## src/rtl/regfile_wb_ctrl.sv

```systemverilog
// regfile_wb_ctrl
//
// Write-back controller for a register file with one write port and two
// read ports. Two write-back sources (EXU result and LSU load data) share
// the single write port through a round-robin arbiter with valid/ready
// handshakes. The granted write is registered one cycle before it reaches
// the register file. A scoreboard tracks destinations with an outstanding
// write. It produces read-after-write hazard flags for decode. It also
// refuses a new issue to a destination that is still pending.
//
// Ports:
//   clk, rst                  clock and synchronous active-high reset
//   issue_valid/rd/ready      decode issue of an instruction writing issue_rd
//   exu_valid/rd/data/ready   EXU write-back request and grant
//   lsu_valid/rd/data/ready   LSU write-back request and grant
//   rf_wen/waddr/wdata        register file write port (registered)
//   raddr1, raddr2            decode read addresses
//   hazard1, hazard2          read address has a pending write
//   busy_vec                  scoreboard, bit i = register i pending
module regfile_wb_ctrl #(
    parameter int ADDR_WIDTH = 5,
    parameter int DATA_WIDTH = 32
) (
    input  logic                     clk,
    input  logic                     rst,

    input  logic                     issue_valid,
    input  logic [ADDR_WIDTH-1:0]    issue_rd,
    output logic                     issue_ready,

    input  logic                     exu_valid,
    input  logic [ADDR_WIDTH-1:0]    exu_rd,
    input  logic [DATA_WIDTH-1:0]    exu_data,
    output logic                     exu_ready,

    input  logic                     lsu_valid,
    input  logic [ADDR_WIDTH-1:0]    lsu_rd,
    input  logic [DATA_WIDTH-1:0]    lsu_data,
    output logic                     lsu_ready,

    output logic                     rf_wen,
    output logic [ADDR_WIDTH-1:0]    rf_waddr,
    output logic [DATA_WIDTH-1:0]    rf_wdata,

    input  logic [ADDR_WIDTH-1:0]    raddr1,
    input  logic [ADDR_WIDTH-1:0]    raddr2,
    output logic                     hazard1,
    output logic                     hazard2,
    output logic [2**ADDR_WIDTH-1:0] busy_vec
);

    localparam int NUM_REGS = 2**ADDR_WIDTH;

    // Round-robin pointer: which source wins when both request.
    typedef enum logic {
        PRI_EXU = 1'b0,
        PRI_LSU = 1'b1
    } prio_t;

    prio_t                  prio_q;
    prio_t                  prio_d;

    logic                   exu_gnt;
    logic                   lsu_gnt;
    logic                   wb_fire;
    logic [ADDR_WIDTH-1:0]  wb_rd;
    logic [DATA_WIDTH-1:0]  wb_data;

    logic [NUM_REGS-1:0]    busy_q;
    logic [NUM_REGS-1:0]    busy_d;
    logic                   issue_fire;

    // ------------------------------------------------------------------
    // Arbiter: pointer register
    // ------------------------------------------------------------------
    always_ff @(posedge clk) begin
        if (rst) begin
            prio_q <= PRI_EXU;
        end else begin
            prio_q <= prio_d;
        end
    end

    // ------------------------------------------------------------------
    // Arbiter: grant and next pointer
    // A grant always completes a handshake because grant implies valid.
    // Nothing is granted while rst is high.
    // ------------------------------------------------------------------
    always_comb begin
        exu_gnt = 1'b0;
        lsu_gnt = 1'b0;
        prio_d  = prio_q;

        if (!rst) begin
            if (exu_valid && (!lsu_valid || (prio_q == PRI_EXU))) begin
                exu_gnt = 1'b1;
            end else if (lsu_valid) begin
                lsu_gnt = 1'b1;
            end
        end

        if (exu_gnt) begin
            prio_d = PRI_LSU;
        end else if (lsu_gnt) begin
            prio_d = PRI_EXU;
        end
    end

    assign exu_ready = exu_gnt;
    assign lsu_ready = lsu_gnt;
    assign wb_fire   = exu_gnt | lsu_gnt;
    assign wb_rd     = lsu_gnt ? lsu_rd   : exu_rd;
    assign wb_data   = lsu_gnt ? lsu_data : exu_data;

    // ------------------------------------------------------------------
    // Output stage: one cycle between handshake and register file write.
    // An x0 write-back is still accepted but never raises rf_wen.
    // Address and data hold when idle.
    // ------------------------------------------------------------------
    always_ff @(posedge clk) begin
        if (rst) begin
            rf_wen   <= 1'b0;
            rf_waddr <= '0;
            rf_wdata <= '0;
        end else if (wb_fire) begin
            rf_wen   <= (wb_rd != '0);
            rf_waddr <= wb_rd;
            rf_wdata <= wb_data;
        end else begin
            rf_wen   <= 1'b0;
        end
    end

    // ------------------------------------------------------------------
    // Scoreboard
    // ------------------------------------------------------------------
    assign issue_ready = !rst && ((issue_rd == '0) || !busy_q[issue_rd]);
    assign issue_fire  = issue_valid && issue_ready && (issue_rd != '0);

    // A bit clears on the same edge the register file commits, so it drops
    // exactly when the data becomes readable. The set is applied last so it
    // wins over a clear of the same index.
    always_comb begin
        busy_d = busy_q;
        if (rf_wen) begin
            busy_d[rf_waddr] = 1'b0;
        end
        if (issue_fire) begin
            busy_d[issue_rd] = 1'b1;
        end
    end

    always_ff @(posedge clk) begin
        if (rst) begin
            busy_q <= '0;
        end else begin
            busy_q <= busy_d;
        end
    end

    assign busy_vec = busy_q;

    // ------------------------------------------------------------------
    // Hazards (no forwarding): x0 never reports a hazard
    // ------------------------------------------------------------------
    assign hazard1 = busy_q[raddr1] && (raddr1 != '0);
    assign hazard2 = busy_q[raddr2] && (raddr2 != '0);

endmodule
```

## config.mk

```make
export PLATFORM = sky130hd
export DESIGN_NAME = regfile_wb_ctrl
export DESIGN_NICKNAME = d
export VERILOG_FILES = /design/src/rtl/regfile_wb_ctrl.sv
export SDC_FILE = /design/constraint.sdc
export NUM_CORES = 1
export LEC_CHECK = 0
export CELL_PAD_IN_SITES_DETAIL_PLACEMENT = 0
export CELL_PAD_IN_SITES_GLOBAL_PLACEMENT = 2
export CORE_MARGIN = 2
export CORE_UTILIZATION = 39
export DETAILED_ROUTE_END_ITERATION = 7
export DONT_BUFFER_PORTS = 1
export PLACE_DENSITY_LB_ADDON = 0.3
export SLEW_MARGIN = 20
export SYNTH_ARGS = -nofsm -noshare
export SYNTH_HDL_FRONTEND = slang
export SYNTH_SLANG_ARGS = --single-unit
```

## constraint.sdc

```tcl
create_clock -name clk -period 8.2 [get_ports clk]
set_clock_uncertainty 0.2 [all_clocks]
set_input_delay 1.64 -clock clk [delete_from_list [all_inputs] [get_ports clk]]
set_output_delay 1.64 -clock clk [all_outputs]
set_load 0.03 [all_outputs]
```

==> flow_results.xml, run 1 <==
<?xml version="1.0" encoding="UTF-8"?>
<metrics>
  <group name="worst_hold_path">
    <metric name="worst_hold_path.endpoint" unit="">prio_q$_SDFFE_PP0N_</metric>
    <metric name="hold_start" unit="">prio_q$_SDFFE_PP0N_</metric>
    <metric name="whs_path_depth" unit="">2</metric>
    <metric name="timing.hold.worst.class" unit="">reg2reg</metric>
  </group>
  <group name="placement">
    <metric name="pre_cts_slack" unit="ps">3080</metric>
    <metric name="numPortBuffers" unit="">0</metric>
    <metric name="globalplace.congestion" unit="">0.877</metric>
    <metric name="post-dp-hpwl" unit="µm">8290</metric>
  </group>
  <group name="cts">
    <metric name="clock_tree.buffer_depth" unit="">2</metric>
    <metric name="post-cts-setup-buffer-count" unit="">0</metric>
    <metric name="cts_inserted_buffers" unit="">9</metric>
    <metric name="post_cts_hold_buffer_count" unit="">0</metric>
    <metric name="post_cts_resized" unit="">0</metric>
    <metric name="cts_root_buffer" unit="">clkbuf_8</metric>
    <metric name="cts-htree-levels" unit="">3</metric>
    <metric name="clk-insertion-delay-late" unit="ps">340</metric>
    <metric name="clk_pin_slew" unit="ps">70</metric>
    <metric name="clkSinkCount" unit="">71</metric>
    <metric name="clock_tree_from_tritoncts" unit="">built</metric>
  </group>
  <group name="power">
    <metric name="peak_supply_drop" unit="V">0.0000924</metric>
    <metric name="total_leakage_power" unit="nW">1.39</metric>
    <metric name="pwr_density_cell" unit="nW/µm²">192</metric>
  </group>
  <group name="sta">
    <metric name="max_slew.worst_pin.slew" unit="ps">976</metric>
    <metric name="final_max_slew_viol_count" unit="">0</metric>
    <metric name="finalWorstSetupSlack" unit="ps">3080</metric>
    <metric name="grt_setup_unrepaired" unit="">no</metric>
    <metric name="finalSetupTns" unit="ps">0</metric>
    <metric name="finalHoldViolations" unit="">0</metric>
    <metric name="setup_viol" unit="">0</metric>
    <metric name="max_freq" unit="MHz">195</metric>
    <metric name="slew_headroom" unit="">0.344</metric>
    <metric name="post_route_fraction_of_the_period_consumed_by_the_critical_path" unit="">0.625</metric>
    <metric name="fin_crit" unit="ps">5120</metric>
  </group>
  <group name="detailed_routing">
    <metric name="drt-pass1-iter-count" unit="">4</metric>
    <metric name="drt_wl_total" unit="µm">11500</metric>
    <metric name="post_drt_via_cell_ratio" unit="">6.05</metric>
    <metric name="initialDrtViolationCount" unit="">173</metric>
    <metric name="dr_total_vias" unit="">3241</metric>
    <metric name="antenna_left" unit="">0</metric>
    <metric name="post-route-drc-count" unit="">0</metric>
    <metric name="routedWlPerCell" unit="µm">21.4</metric>
  </group>
  <group name="worst_setup_path">
    <metric name="critPathRequiredTime" unit="ps">6360</metric>
    <metric name="worstReg2RegEnd" unit="">busy_vec[16]$_SDFF_PP0_</metric>
    <metric name="critPathLaunchType" unit="">primary input</metric>
    <metric name="crit_slowest_cell" unit="">mux4_2</metric>
    <metric name="crit_path_cell_trace" unit="">mux4_2, a32o_1, a2111oi_4, nand3_1, o31ai_1</metric>
    <metric name="critical_path.n_buffers_inverters" unit="">0</metric>
    <metric name="critPathTopFamily" unit="">compound AO/OA/AOI/OAI gates</metric>
    <metric name="critical_path.reg2reg.startpoint" unit="">busy_vec[8]$_SDFF_PP0_</metric>
    <metric name="timing.reg2reg.setup_slack" unit="ps">5490</metric>
    <metric name="r2r.worst_path.cells" unit="">5</metric>
    <metric name="critical_path.endpoint_type" unit="">output port</metric>
    <metric name="worstSetupPathType" unit="">in2out</metric>
    <metric name="worst-endpoint-arrival" unit="ps">3280</metric>
    <metric name="worst-path-max-fanout" unit="">15</metric>
    <metric name="worst_path_largest_cell_delay" unit="ps">470</metric>
  </group>
  <group name="synth">
    <metric name="postSynthAreaPerCell" unit="µm²">9.50</metric>
    <metric name="most_used_dff_post_synth" unit="">dfxtp_1</metric>
    <metric name="yosysMostFrequentCell" unit="">dfxtp_1</metric>
    <metric name="postSynth.asyncResetShare" unit="">0</metric>
    <metric name="portion_of_synthesized_cell_area_occupied_by_the_leading_cell_type" unit="">0.358</metric>
    <metric name="postSynthNetCount" unit="">512</metric>
    <metric name="synthDistinctLibCells" unit="">35</metric>
    <metric name="ys_ff_latch" unit="">71</metric>
    <metric name="synth_edf_count" unit="">0</metric>
    <metric name="synth_cells" unit="">418</metric>
    <metric name="yosys-top-cells-area" unit="">dfxtp_1 (36%), mux4_2 (13%), mux2i_1 (11%)</metric>
    <metric name="synth_sequential_area_ratio" unit="">0.358</metric>
    <metric name="synth.cells.most_frequent" unit="">dfxtp_1 (71), mux2i_1 (45), nor2_1 (45), a211oi_1 (38)</metric>
    <metric name="yosysWarnings" unit="">0</metric>
    <metric name="syn-cell-area" unit="µm²">3970</metric>
    <metric name="netlist.top_cell.by_area" unit="">dfxtp_1</metric>
  </group>
  <group name="grt">
    <metric name="grt_overflow" unit="">0</metric>
    <metric name="grt_max_degree" unit="">77</metric>
    <metric name="grt_first_pass_wirelength" unit="µm">17900</metric>
    <metric name="number_of_global_route_vias_before_repair" unit="">3199</metric>
    <metric name="number_of_antenna_violations_at_the_first_check_in_global_routing" unit="">0</metric>
    <metric name="grt_use_total" unit="">0.208</metric>
  </group>
  <group name="floorplan">
    <metric name="boundaryPins" unit="">169</metric>
    <metric name="initial_utilization" unit="">0.405</metric>
    <metric name="die-area" unit="µm²">11000</metric>
    <metric name="die_width" unit="µm">105</metric>
    <metric name="chipHeight" unit="µm">105</metric>
    <metric name="core-area" unit="µm²">9820</metric>
    <metric name="core.rowCount" unit="">36</metric>
  </group>
  <group name="layout">
    <metric name="insertedDiodeCount" unit="">0</metric>
    <metric name="final_nets" unit="">493</metric>
    <metric name="syn2layout_area_growth" unit="%">7.75</metric>
    <metric name="fraction_of_layout_instances_using_a_drive_strength_above_1" unit="">0.132</metric>
  </group>
  <group name="run">
    <metric name="maximum_capacitance_violations" unit="">0</metric>
  </group>
  <group name="status">
    <metric name="run_status" unit="">finished, final reports clean</metric>
  </group>
</metrics>
cell type report:
class                   count  area [µm²]
fillers                  1011        5540
inverters                   3        11.3
flip-flops and latches     71        1420
clock buffers              10         128
multi-input cells         311        2420
well taps                 133         166
clock inverters             5         106
repair buffers              3        30.0
tightest hold or removal path: stages (launching register included):
cell      delay (ps)
dfxtp_1          350
nand2b_1          80
a21oi_1           60
registers in the layout, summed over array words and instances (netlist names):
name	count
busy_vec	32
prio_q	1
rf_waddr	5
rf_wdata	32
rf_wen	1
power breakdown:
part           switching (mW)  leakage [nW]  internal (mW)  total (mW)
combinational          0.0360         0.702         0.0360      0.0720
sequential             0.0509         0.580          0.362       0.413
clock                   0.133         0.113          0.202       0.335
how the worst max path moves through the flow:
stage	start	end	slack [ps]	depth (start not counted)
floorplan	raddr1[0]	hazard1	2950	4
global placement	issue_rd[0]	issue_ready	3070	5
detailed placement	issue_rd[0]	issue_ready	3080	5
CTS	issue_rd[0]	issue_ready	3070	5
global route	issue_rd[0]	issue_ready	2990	5
finish	issue_rd[0]	issue_ready	3080	5
cell families after synthesis:
kind of cell	count (synthesis)	share of synthesized area
compound gates	99	0.160
flops	71	0.358
mux	70	0.249
buf+inv	36	0.0368
simple gates	142	0.196
per-layer routing:
metal  GRT usage  vias up  share of wire
met3      0.0886       25           0.10
met4      0.0771        0          0.029
met5           0        -              0
li1            -     1529              -
met1       0.249     1515           0.40
met2       0.332      172           0.47
through the flow:
stage	std cells	cell area [µm²]	hold slack [ps]	utilization	power (mW)
global placement	520	4030	292	0.411	0.491
floorplan	418	3970	258	-	0.487
finish	536	4280	322	0.436	0.820
detailed placement	520	4030	309	0.411	0.492
global route	536	4280	347	0.436	0.853
CTS	535	4270	321	0.434	0.830
cell usage in the layout (no fill, tap or decap), types with 2 or more instances in the layout:
cell	n
or2_2	3
nand3b_1	19
inv_1	3
a21oi_1	6
bufinv_16	3
o21ai_1	24
mux2_2	2
mux4_2	23
nand2_1	25
or4_1	2
dfxtp_1	71
clkbuf_8	9
o21ai_0	25
nor4b_1	4
nor2b_1	19
nor3b_1	6
nand3_1	5
nand2b_1	3
mux2i_1	45
nor2_1	45
nand4_2	4
buf_4	2
a211oi_1	37
and3_1	2
nor3_1	2
(Power assumes the default switching activity.)
==> inputs of run 2 (changes only) <==
--- a/config.mk
+++ b/config.mk
@@ -8,7 +8,7 @@
 export CELL_PAD_IN_SITES_DETAIL_PLACEMENT = 0
 export CELL_PAD_IN_SITES_GLOBAL_PLACEMENT = 2
 export CORE_MARGIN = 2
-export CORE_UTILIZATION = 39
+export CORE_UTILIZATION = 36
 export DETAILED_ROUTE_END_ITERATION = 7
 export DONT_BUFFER_PORTS = 1
 export PLACE_DENSITY_LB_ADDON = 0.3
==> constraint.sdc (replaced) <==
create_clock -name clk -period 5 [get_ports clk]
set_clock_uncertainty 0.2 [all_clocks]
set_input_delay 1 -clock clk [delete_from_list [all_inputs] [get_ports clk]]
set_output_delay 1 -clock clk [all_outputs]
set_load 0.03 [all_outputs]
==> flow_results.xml, run 2 (synthesis results as in run 1) <==
<?xml version="1.0" encoding="UTF-8"?>
<metrics>
  <group name="status">
    <metric name="run_status" unit="">finished, final reports clean</metric>
  </group>
  <group name="worst_setup_path">
    <metric name="worst-endpoint-arrival" unit="ps">2630</metric>
    <metric name="worstSetupPathType" unit="">in2out</metric>
    <metric name="critical_path.endpoint_type" unit="">output port</metric>
    <metric name="timing.reg2reg.setup_slack" unit="ps">2270</metric>
    <metric name="worstReg2RegEnd" unit="">busy_vec[20]$_SDFF_PP0_</metric>
    <metric name="critical_path.reg2reg.startpoint" unit="">busy_vec[13]$_SDFF_PP0_</metric>
    <metric name="worst-path-max-fanout" unit="">15</metric>
    <metric name="critPathRequiredTime" unit="ps">3800</metric>
    <metric name="critPathLaunchType" unit="">primary input</metric>
    <metric name="r2r.worst_path.cells" unit="">5</metric>
    <metric name="critical_path.startpoint" unit="">issue_rd[0]</metric>
  </group>
  <group name="layout">
    <metric name="highest_count_cells_in_the_layout_ignoring_fill_and_taps" unit="">dfxtp_1 (71), nor2_1 (45), mux2i_1 (45)</metric>
    <metric name="finalCoreUtilization" unit="">0.390</metric>
    <metric name="fraction_of_layout_instances_using_a_drive_strength_above_1" unit="">0.124</metric>
    <metric name="nFillCells" unit="">1063</metric>
    <metric name="syn2layout_area_growth" unit="%">5.86</metric>
    <metric name="mostFrequentLayoutCell" unit="">dfxtp_1</metric>
    <metric name="multi_input_comb_area" unit="µm²">2420</metric>
    <metric name="seq_area" unit="µm²">1420</metric>
    <metric name="layout.cell_area.non_filler" unit="µm²">4210</metric>
    <metric name="final_nets" unit="">493</metric>
    <metric name="insertedDiodeCount" unit="">0</metric>
  </group>
  <group name="floorplan">
    <metric name="initial_utilization" unit="">0.368</metric>
    <metric name="boundaryPins" unit="">169</metric>
    <metric name="core.rowCount" unit="">38</metric>
    <metric name="die_width" unit="µm">109</metric>
    <metric name="chipHeight" unit="µm">109</metric>
    <metric name="core-area" unit="µm²">10800</metric>
    <metric name="die-area" unit="µm²">11900</metric>
  </group>
  <group name="power">
    <metric name="totalPowerFinal" unit="mW">1.19</metric>
    <metric name="total_leakage_power" unit="nW">1.36</metric>
    <metric name="peak_supply_drop" unit="V">0.000135</metric>
    <metric name="pwr_density_cell" unit="nW/µm²">283</metric>
  </group>
  <group name="grt">
    <metric name="number_of_global_route_vias_before_repair" unit="">3211</metric>
    <metric name="grt_max_degree" unit="">76</metric>
    <metric name="grt_first_pass_wirelength" unit="µm">18000</metric>
    <metric name="number_of_antenna_violations_at_the_first_check_in_global_routing" unit="">0</metric>
    <metric name="grt_use_total" unit="">0.204</metric>
    <metric name="grt_overflow" unit="">0</metric>
  </group>
  <group name="cts">
    <metric name="clk-insertion-delay-late" unit="ps">360</metric>
    <metric name="cts-htree-levels" unit="">3</metric>
    <metric name="clkSinkCount" unit="">71</metric>
    <metric name="clk_pin_slew" unit="ps">70</metric>
    <metric name="post_cts_resized" unit="">0</metric>
    <metric name="cts_inserted_buffers" unit="">9</metric>
    <metric name="post_cts_hold_buffer_count" unit="">0</metric>
    <metric name="clock_tree.buffer_depth" unit="">2</metric>
    <metric name="cts_root_buffer" unit="">clkbuf_8</metric>
    <metric name="clock_tree_from_tritoncts" unit="">built</metric>
    <metric name="post-cts-setup-buffer-count" unit="">0</metric>
  </group>
  <group name="sta">
    <metric name="setup_viol" unit="">0</metric>
    <metric name="slew_headroom" unit="">0.325</metric>
    <metric name="max_slew.worst_pin.slew" unit="ps">1000</metric>
    <metric name="final_max_slew_viol_count" unit="">0</metric>
    <metric name="post_route_fraction_of_the_period_consumed_by_the_critical_path" unit="">0.766</metric>
    <metric name="max_freq" unit="MHz">261</metric>
    <metric name="finalHoldViolations" unit="">0</metric>
    <metric name="finalSetupTns" unit="ps">0</metric>
    <metric name="grt_setup_unrepaired" unit="">no</metric>
    <metric name="fin_crit" unit="ps">3830</metric>
  </group>
  <group name="detailed_routing">
    <metric name="initialDrtViolationCount" unit="">164</metric>
    <metric name="drt-pass1-iter-count" unit="">4</metric>
    <metric name="routedWlPerCell" unit="µm">21.4</metric>
    <metric name="dr_total_vias" unit="">3199</metric>
    <metric name="drt_wl_total" unit="µm">11600</metric>
    <metric name="post_drt_via_cell_ratio" unit="">5.89</metric>
    <metric name="antenna_left" unit="">0</metric>
    <metric name="post-route-drc-count" unit="">0</metric>
  </group>
  <group name="worst_hold_path">
    <metric name="hold_start" unit="">prio_q$_SDFFE_PP0N_</metric>
    <metric name="worst_hold_path.endpoint" unit="">prio_q$_SDFFE_PP0N_</metric>
    <metric name="whs_path_depth" unit="">2</metric>
    <metric name="timing.hold.worst.class" unit="">reg2reg</metric>
  </group>
  <group name="run">
    <metric name="maximum_capacitance_violations" unit="">0</metric>
  </group>
  <group name="placement">
    <metric name="numPortBuffers" unit="">0</metric>
    <metric name="placedInstanceArea" unit="µm²">4050</metric>
    <metric name="post-dp-hpwl" unit="µm">8680</metric>
    <metric name="globalplace.congestion" unit="">0.801</metric>
  </group>
</metrics>
[run 2: cell types whose count changed in the layout (fill, tap and decap cells not counted), sizes merged]
| cell | before | now |
|---|---|---|
| clkbuf | 10 | 14 |
| bufinv | 3 | 0 |
| inv | 4 | 3 |
| clkinvlp | 1 | 0 |
| clkinv | 0 | 1 |
[run 2: where the power goes]
group          leakage (nW)  switching, mW  total (mW)  internal, mW
Clock                0.0805          0.205       0.396         0.191
Sequential            0.580         0.0834       0.677         0.594
Combinational         0.700         0.0583       0.117        0.0583
Total                  1.36          0.346        1.19         0.843
[run 2: worst max-delay path by stage]
stage,slack [ps],cells after the start,to
floorplan,1030,4,hazard1
global placement,1150,5,issue_ready
detailed placement,1160,5,issue_ready
CTS,1160,5,issue_ready
global route,1080,5,issue_ready
finish,1170,5,issue_ready
[run 2: worst max-delay path, cell delays in order]
cell       delay [ps]
mux4_2            460
a32o_1            280
a2111oi_4         460
nand3_1           130
o31ai_1           290
[run 2: layer usage]
| layer | share of wire | GRT usage |
|---|---|---|
| met5 | 0 | 0 |
| met4 | 0.030 | 0.107 |
| met3 | 0.11 | 0.0926 |
| met2 | 0.46 | 0.319 |
| met1 | 0.40 | 0.234 |
[run 2: per-stage QoR]
step | hold WS [ps] | setup WS, ps | std cells
2_1_floorplan | 258 | 1030 | 418
6_report | 326 | 1170 | 543
3_5_place_dp | 312 | 1160 | 528
5_1_grt | 341 | 1080 | 543
3_3_place_gp | 293 | 1150 | 528
4_1_cts | 323 | 1160 | 543
[run 2: layout make-up]
type | count | share of cell area
Clock inverter | 1 | 0.00119
Multi-Input combinational cell | 311 | 0.575
Tap cell | 140 | 0.0417
Sequential cell | 71 | 0.338
Inverter | 3 | 0.00268
Timing Repair Buffer | 3 | 0.00536
Clock buffer | 14 | 0.0363
